`src/rtl/dmem_arb_pkg.sv`:
```
// Shared constants for the DataMem arbiter: lock FSM encodings, requester
// indices and the byte-offset width used by the address check.
package dmem_arb_pkg;

  localparam logic [1:0] ST_IDLE  = 2'b00;
  localparam logic [1:0] ST_LOCK0 = 2'b01;
  localparam logic [1:0] ST_LOCK1 = 2'b10;

  localparam logic M0 = 1'b0;
  localparam logic M1 = 1'b1;

  // Byte-offset bits below the word index; a word access needs them zero.
  localparam int WORD_LSB = 2;

endpackage

```
`src/rtl/dmem_rr_pick.sv`:
```
// Two-way round-robin picker: on a tie the requester that was not granted
// last wins. Purely combinational, no backpressure of its own.
module dmem_rr_pick
  import dmem_arb_pkg::*;
(
  input  logic [1:0] req_i,
  input  logic       last_i,
  output logic [1:0] gnt_o
);

  always_comb begin
    gnt_o = req_i;
    if (req_i == 2'b11) begin
      gnt_o = (last_i == M1) ? 2'b01 : 2'b10;
    end
  end

endmodule

```
`src/rtl/dmem_arbiter.sv`:
```
// Round-robin arbiter for the shared DataMem port; grant same cycle, response 1 cycle later.
// Losers simply hold req; optional bus lock enabled by DMEM_ARB_LOCK_EN.
module dmem_arbiter
  import dmem_arb_pkg::*;
#(
  parameter int DATA_W       = 32,
  parameter int ADDR_W       = 32,
  parameter int RAM_SIZE     = 256,
  parameter int RAM_SIZE_BIT = 8,
  parameter int LOCK_MAX     = 16
) (
  input  logic              clk,
  input  logic              reset,
  input  logic              m0_req,
  input  logic              m0_wr,
  input  logic [ADDR_W-1:0] m0_addr,
  input  logic [DATA_W-1:0] m0_wdata,
  output logic              m0_gnt,
  output logic              m0_rvalid,
  output logic [DATA_W-1:0] m0_rdata,
  output logic              m0_err,
  input  logic              m1_req,
  input  logic              m1_wr,
  input  logic [ADDR_W-1:0] m1_addr,
  input  logic [DATA_W-1:0] m1_wdata,
  output logic              m1_gnt,
  output logic              m1_rvalid,
  output logic [DATA_W-1:0] m1_rdata,
  output logic              m1_err,
`ifdef DMEM_ARB_LOCK_EN
  input  logic              m0_lock,
  input  logic              m1_lock,
`endif
  output logic              mem_rd,
  output logic              mem_wr,
  output logic [ADDR_W-1:0] mem_addr,
  output logic [DATA_W-1:0] mem_wdata,
  input  logic [DATA_W-1:0] mem_rdata
);

  localparam int CNT_W = (LOCK_MAX > 2) ? $clog2(LOCK_MAX) : 1;
  localparam logic [CNT_W-1:0] CNT_LAST = CNT_W'(LOCK_MAX - 1);

  logic lock0_w, lock1_w;
`ifdef DMEM_ARB_LOCK_EN
  assign lock0_w = m0_lock;
  assign lock1_w = m1_lock;
`else
  assign lock0_w = 1'b0;
  assign lock1_w = 1'b0;
`endif

  logic [1:0]              state_q, state_d;
  logic [CNT_W-1:0]        lock_cnt_q, lock_cnt_d;
  logic                    rr_last_q, rr_last_d;
  logic                    m0_rvalid_q, m1_rvalid_q, m0_err_q, m1_err_q;
  logic [DATA_W-1:0]       m0_rdata_q, m1_rdata_q;

  logic [1:0]              eff_req, pick_gnt, gnt;
  logic                    any_gnt, sel_wr, bad;
  logic [ADDR_W-1:0]       sel_addr;
  logic [DATA_W-1:0]       sel_wdata;
  logic [RAM_SIZE_BIT-1:0] word_idx;
  logic                    own_idx, own_req, own_lock;

  // A lock owner hides the other requester from the picker.
  always_comb begin
    eff_req = {m1_req, m0_req};
    if (state_q == ST_LOCK0) eff_req = {1'b0, m0_req};
    if (state_q == ST_LOCK1) eff_req = {m1_req, 1'b0};
  end

  dmem_rr_pick u_pick (
    .req_i  (eff_req),
    .last_i (rr_last_q),
    .gnt_o  (pick_gnt)
  );

  assign gnt       = reset ? 2'b00 : pick_gnt;
  assign any_gnt   = |gnt;
  assign m0_gnt    = gnt[M0];
  assign m1_gnt    = gnt[M1];
  assign sel_addr  = gnt[M1] ? m1_addr  : m0_addr;
  assign sel_wr    = gnt[M1] ? m1_wr    : m0_wr;
  assign sel_wdata = gnt[M1] ? m1_wdata : m0_wdata;

  // The depth compare also covers a RAM that is not a full power of two.
  assign word_idx = sel_addr[RAM_SIZE_BIT+WORD_LSB-1:WORD_LSB];
  assign bad      = (|sel_addr[WORD_LSB-1:0])
                 || (|sel_addr[ADDR_W-1:RAM_SIZE_BIT+WORD_LSB])
                 || (int'(word_idx) >= RAM_SIZE);

  assign mem_rd    = any_gnt && !bad && !sel_wr;
  assign mem_wr    = any_gnt && !bad && sel_wr;
  assign mem_addr  = any_gnt ? sel_addr  : '0;
  assign mem_wdata = any_gnt ? sel_wdata : '0;

  assign own_idx  = (state_q == ST_LOCK1);
  assign own_req  = own_idx ? m1_req  : m0_req;
  assign own_lock = own_idx ? lock1_w : lock0_w;

  always_comb begin
    state_d    = state_q;
    lock_cnt_d = lock_cnt_q;
    rr_last_d  = any_gnt ? gnt[M1] : rr_last_q;
    case (state_q)
      ST_LOCK0, ST_LOCK1: begin
        lock_cnt_d = lock_cnt_q + 1'b1;
        // Leaving the lock leaves the owner as last, so the other side wins the next tie.
        if ((gnt[own_idx] && !own_lock) || !own_req || (lock_cnt_q == CNT_LAST)) begin
          state_d    = ST_IDLE;
          lock_cnt_d = '0;
          rr_last_d  = own_idx;
        end
      end
      default: begin
        if (gnt[M0] && lock0_w) begin
          state_d = ST_LOCK0;
        end else if (gnt[M1] && lock1_w) begin
          state_d = ST_LOCK1;
        end
      end
    endcase
  end

  always_ff @(posedge clk) begin
    if (reset) begin
      state_q     <= ST_IDLE;
      lock_cnt_q  <= '0;
      rr_last_q   <= M1;
      m0_rvalid_q <= 1'b0;
      m1_rvalid_q <= 1'b0;
      m0_err_q    <= 1'b0;
      m1_err_q    <= 1'b0;
      m0_rdata_q  <= '0;
      m1_rdata_q  <= '0;
    end else begin
      state_q     <= state_d;
      lock_cnt_q  <= lock_cnt_d;
      rr_last_q   <= rr_last_d;
      m0_rvalid_q <= gnt[M0];
      m1_rvalid_q <= gnt[M1];
      m0_err_q    <= gnt[M0] && bad;
      m1_err_q    <= gnt[M1] && bad;
      m0_rdata_q  <= (gnt[M0] && mem_rd) ? mem_rdata : '0;
      m1_rdata_q  <= (gnt[M1] && mem_rd) ? mem_rdata : '0;
    end
  end

  assign m0_rvalid = m0_rvalid_q;
  assign m1_rvalid = m1_rvalid_q;
  assign m0_err    = m0_err_q;
  assign m1_err    = m1_err_q;
  assign m0_rdata  = m0_rdata_q;
  assign m1_rdata  = m1_rdata_q;

endmodule
```
`config.mk`:
```
export PLATFORM = sky130hd
export DESIGN_NAME = dmem_arbiter
export DESIGN_NICKNAME = d
export VERILOG_FILES = /design/src/rtl/dmem_arb_pkg.sv /design/src/rtl/dmem_rr_pick.sv /design/src/rtl/dmem_arbiter.sv
export SDC_FILE = /design/constraint.sdc
export NUM_CORES = 1
export LEC_CHECK = 0
export ABC_AREA = 1
export CAP_MARGIN = 20
export CORE_MARGIN = 8
export CORE_UTILIZATION = 31
export CTS_BUF_LIST = sky130_fd_sc_hd__clkbuf_4 sky130_fd_sc_hd__clkbuf_8
export DETAILED_ROUTE_END_ITERATION = 7
export GPL_TIMING_DRIVEN = 0
export PLACE_DENSITY = 0.88
export SLEW_MARGIN = 20
export SYNTH_ARGS = -nofsm -noshare
export SYNTH_HDL_FRONTEND = slang
export SYNTH_SLANG_ARGS = --single-unit
```
`constraint.sdc`:
```
create_clock -name clk -period 1.95 [get_ports clk]
set_input_delay 0.2925 -clock clk [delete_from_list [all_inputs] [get_ports clk]]
set_output_delay 0.2925 -clock clk [all_outputs]
set_load 0.02 [all_outputs]
```
Word-level counts from Yosys, hierarchy flattened
Cells that the tools add are included.
{ "classes": {"multipliers": 0, "bitwise": 2, "shifts": 0, "n_lt_le_gt_ge": 0, "n_addsub": 0, "muxes": 8, "reduce_logical": 15, "eq_ne": 1, "div": 0} }
{ "ops": {"columns": ["operator", "n"], "rows": [
  ["$mux W32", 4],
  ["$reduce_or A22 Y1", 1],
  ["$reduce_or A2 Y1", 4],
  ["$logic_and A1 B1 Y1", 7],
  ["$mux W2", 3],
  ["$eq A2 B2 Y1 const B", 1],
  ["$logic_not A1 Y1", 2],
  ["$not A1 Y1", 2],
  ["$logic_or A1 B1 Y1", 1],
  ["$mux W1", 1]
]} }
{ "word_totals": {"mem_count": 0, "ram_bits": 0, "regBits": 69, "latch_bits": 0, "out_inout_bits": 136, "wordCells": 33, "romBits": 0} }

Longest topological paths before layout
{ "logic_depth": {"depth_word": 12, "mapped_depth": 13} }

Hierarchy
A second synthesis with hierarchy kept.
{ "hier_totals": {"hier_cells": 463, "area_unflattened_um2": 3134.3} }
{ "by_module_without_submodules": {"columns": ["module", "instances", "cells_each", "area_each_um2", "seq_area_each_um2"], "rows": [
  ["dmem_arbiter", 1, 458, 3113.0, 1381.3],
  ["dmem_rr_pick", 1, 5, 21.3, 0.0]
]} }

Worst setup path before layout
Ideal clock, no wire load.
{ "synth_timing": {"kind": "input port to output port", "startpoint": "input reset", "endpoint": "output mem_addr[23]", "cell_stages": 7, "required_time_ns": 1.657, "t_arrival_ns": 1.745, "slack_ns": -0.087, "cell_sequence": "inv_1 -> nand2_1 -> nor2_1 -> nor2_1 -> clkbuf_1 -> clkbuf_1 -> a21oi_1"} }
{ "synth_between": {"elab_chain_len": 3, "word_cells_on_any_way": 4, "classes_between": "3 x mux; 1 x reduce/logical"} }
{ "synth_lines": {"columns": ["element", "line_no", "text"], "rows": [
  ["start: declaration", "dmem_arbiter.sv:13", "input logic reset,"],
  ["$mux W2", "dmem_arbiter.sv:79", "assign gnt = reset ? 2'b00 : pick_gnt;"],
  ["net m0_gnt", "dmem_arbiter.sv:18", "output logic m0_gnt,"],
  ["$reduce_or A2 Y1", "dmem_arbiter.sv:80", "assign any_gnt = |gnt;"],
  ["$mux W32", "dmem_arbiter.sv:95", "assign mem_addr = any_gnt ? sel_addr : '0;"],
  ["end: declaration", "dmem_arbiter.sv:36", "output logic [ADDR_W-1:0] mem_addr,"]
]} }
The timed path passes the listed nets, and every way through them passes these cells.

Worst setup path in the final report
{ "layout_timing": {"startpoint": "register rr_last_q", "endpoint": "output mem_wr"} }
{ "layout_between": {"elab_chain_len": 9, "word_cells_on_any_way": 12, "classes_between": "5 x mux; 7 x reduce/logical"} }
{ "layout_lines": {"columns": ["element", "line_no", "text"], "rows": [
  ["start: declaration", "dmem_arbiter.sv:55", "logic rr_last_q, rr_last_d;"],
  ["start signal: assignment", "dmem_arbiter.sv:140", "rr_last_q <= rr_last_d;"],
  ["$mux W2 *", "dmem_rr_pick.sv:14", "gnt_o = (last_i == M1) ? 2'b01 : 2'b10;"],
  ["$mux W2 *", "dmem_rr_pick.sv:13", "if (req_i == 2'b11) begin"],
  ["$mux W2 *", "dmem_arbiter.sv:79", null],
  ["$mux W32", "dmem_arbiter.sv:83", "assign sel_addr = gnt[M1] ? m1_addr : m0_addr;"],
  ["$reduce_or A22 Y1 or $reduce_or A2 Y1 (tied branches)", "dmem_arbiter.sv:90, dmem_arbiter.sv:89", null],
  ["$logic_or A1 B1 Y1", "dmem_arbiter.sv:90", "|| (|sel_addr[ADDR_W-1:RAM_SIZE_BIT+WORD_LSB])"],
  ["$logic_not A1 Y1", "dmem_arbiter.sv:94", "assign mem_wr = any_gnt && !bad && sel_wr;"],
  ["$logic_and A1 B1 Y1", "dmem_arbiter.sv:94", null],
  ["$logic_and A1 B1 Y1 *", "dmem_arbiter.sv:94", null],
  ["end: declaration", "dmem_arbiter.sv:35", "output logic mem_wr,"]
]} }
Mark *: on every way between the ends. The rest lies on a longest branch, timed or not.

==> run metrics <==
status=complete, but fails checks; violated checks=setup timing; number of routed nets with antenna violations=0; Final Util=0.672; clk_lat worst skew=~0.34 ns; Pre-antenna DRT Iters=4; GRT Overall Usage=0.216; largest net degree at the start of global routing=15; Design Power=3.80 mW; fin nets=970; first-pass GRT wire length=around 23 mm; DP Area=6360 µm²; Clock Sinks=69; worst clock skew=0.00986 ns; Fin. Hold Viols=0; pwr dens=558 nW/µm²; Syn Area/Cell=6.61 µm²; top cell type by total area after synthesis=dfxtp_1; H-Tree Depth=3; share of the clock period used by the worst path=1.21; Design Area, Final=6810 µm²; Worst-Margin Slew=between 0.7 and 0.8 ns; crit path max fanout=7; clk buf depth=2; CTS tree=built; initial core utilization=0.312; TritonCTS buffer count=9; # diodes=0; Die Span X=117 µm; Via density=around 4.4; Layout Cells excl Fill=between 900 and 1,000; setup_tns=-18.83 ns; mapped cell area=roughly 3200 µm²; simple logic cell fraction of the synthesized area=0.368; crit path DAT=just over 2 ns; Final setup viols=100; Synth area leaders=dfxtp_1 (44%), nand2_1 (18%), nor2_1 (7.9%); Synth Register Bits=69; xor/xnor share of the synthesized area=0; Peak Freq=0.422 GHz; CTS clk-pin slew, worst paths=~0.08 ns; Syn. warnings=0; final worst slack=-0.417 ns; peak supply drop=446 µV; synth-to-layout area growth=115%; Crit path required time=1.66 ns; syn_nets=645; most common cell after layout, fill and taps aside=clkdlybuf4s50_1; largest family of logic cells by synthesized area=simple AND/OR/NAND/NOR gates; root buf cell=clkbuf_8; CP startpoint kind=register; crit-path cells=nand2_4 > nand3_4 > buf_6 > o21ai_4 > nand2_1 > nor2_1 > nand2_1 > nor2_4 > and2_4 > nand2_1 > nor2_2 > buf_6; Detailed Place HPWL=12.3 mm; Most common cell on crit path=nand2_1; Core Area=10,100 µm²; Initial DRC Count=between 200 and 250; post-layout min period=roughly 2.4 ns; vias in the first global route=between 4,000 and 5,000; Post-Synth Adder-Cell Area=0; critical path class=reg -> out; Die Span Y=approximately 120 µm; Max Cap Violations=0; I/O pin cnt=302; top-area cell type share of the netlist area=0.436; Slew HR=0.515; Synth Instances=479; Compound-Gate Fraction of Synth Area=0.0774; cts-stage hold buffer count=0; final slew viol count=0; slowest library cell on the worst path=dfxtp_2; Leak=3.09 nW; layout cells sized above 1=0.208; count of cell types in the netlist=21; Setup crit end kind=primary output; WL/cell=between 15 and 20 µm; CP top delay family=simple AND/OR/NAND/NOR gates; WP buf/inv=2; DRC=0; gp weighted congestion=0.873; # port buffers=301; die area=13,700 µm²; WL final=15.6 mm; hold crit path type=in -> reg; Seq/Total Area, Yosys=0.436; # fillers=802; cell count after placement=~920; most frequent cells in the layout=clkdlybuf4s50_1 (230), nand2_1 (147), dfxtp_1 (68); initial antenna violation count=0; # rows=37; mux cell area share after synthesis=0; via count=4,202; RSZ-0062 raised after global routing=yes; total grt overflow=0; slowest stage delay, CP=0.34 ns
==> final timing paths <==
path	start	to	slack (ns)	depth (start not counted)
max	rr_last_q	mem_wr	-0.42	12
min reg2reg	rr_last_q	rr_last_q	0.60	3
max reg2reg	rr_last_q	m1_rdata[26]	-0.14	13
min	m0_req	m0_rvalid	0.43	3
==> layer usage <==
metal	global-route usage	up-vias	share of wire
met5	0	-	0
met4	0.0691	0	0.022
met3	0.0734	21	0.10
met2	0.402	205	0.53
met1	0.221	1861	0.35
li1	-	2115	-
==> per-stage QoR <==
step | setup slack, ns | hold slack [ns]
2_1_floorplan | 0.0143 | 0.428
3_3_place_gp | -1.46 | 0.491
3_5_place_dp | -1.42 | 0.500
4_1_cts | -0.416 | 0.406
5_1_grt | -0.539 | 0.442
6_report | -0.417 | 0.429
==> sequential cells by signal (all words and copies together), names as in the netlist <==
signal and cells:
m0_rdata 32, m1_rvalid 1, rr_last_q 1, m0_rvalid 1
m0_err 1, m1_rdata 32, m1_err 1
==> logic make-up (layout without fill, tap and decap cells) <==
group | count (synthesis) | count (layout)
flip-flops | 69 | 69
buffers and inverters | 89 | 419
AND/OR/NAND/NOR | 272 | 272
AO/OA/AOI/OAI | 49 | 49
==> where the power goes <==
group          internal [mW]  switching [mW]  leakage (nW)
clock                  0.738           0.582         0.111
combinational          0.552           0.512          2.42
sequential              1.41         0.00327         0.556
==> final cells by class <==
class | instances | area, µm² | area share
Buffer | 30 | 249 | 0.0366
Clock buffer | 9 | 124 | 0.0182
Clock inverter | 7 | 103 | 0.0151
Inverter | 59 | 221 | 0.0325
Multi-Input combinational cell | 321 | 1590 | 0.233
Sequential cell | 69 | 1380 | 0.203
Tap cell | 136 | 170 | 0.0250
Timing Repair Buffer | 314 | 2970 | 0.437
==> synthesized netlist by cell type (all sizes together) <==
master and n:
nand3b 12, inv 59, a21oi 48, dfxtp 69
and2 1, nor3 32, nor2 69, nand2 149
nand4 1, clkbuf 18, buf 12, nand3 8
o21ai 1
==> repair_timing <==
item,in CTS,in global routing
resized for setup,378,29
setup buffers,9,3
cloned,1,0
endpoints found under the setup margin,134,128
pin swaps,7,1
==> worst min-delay path: stages <==
cell and delay, ns:
dlygate4sd2_1 0.27, nand2_1 0.11, nor2_1 0.05
Note: power is estimated with default switching activity, not from simulation.
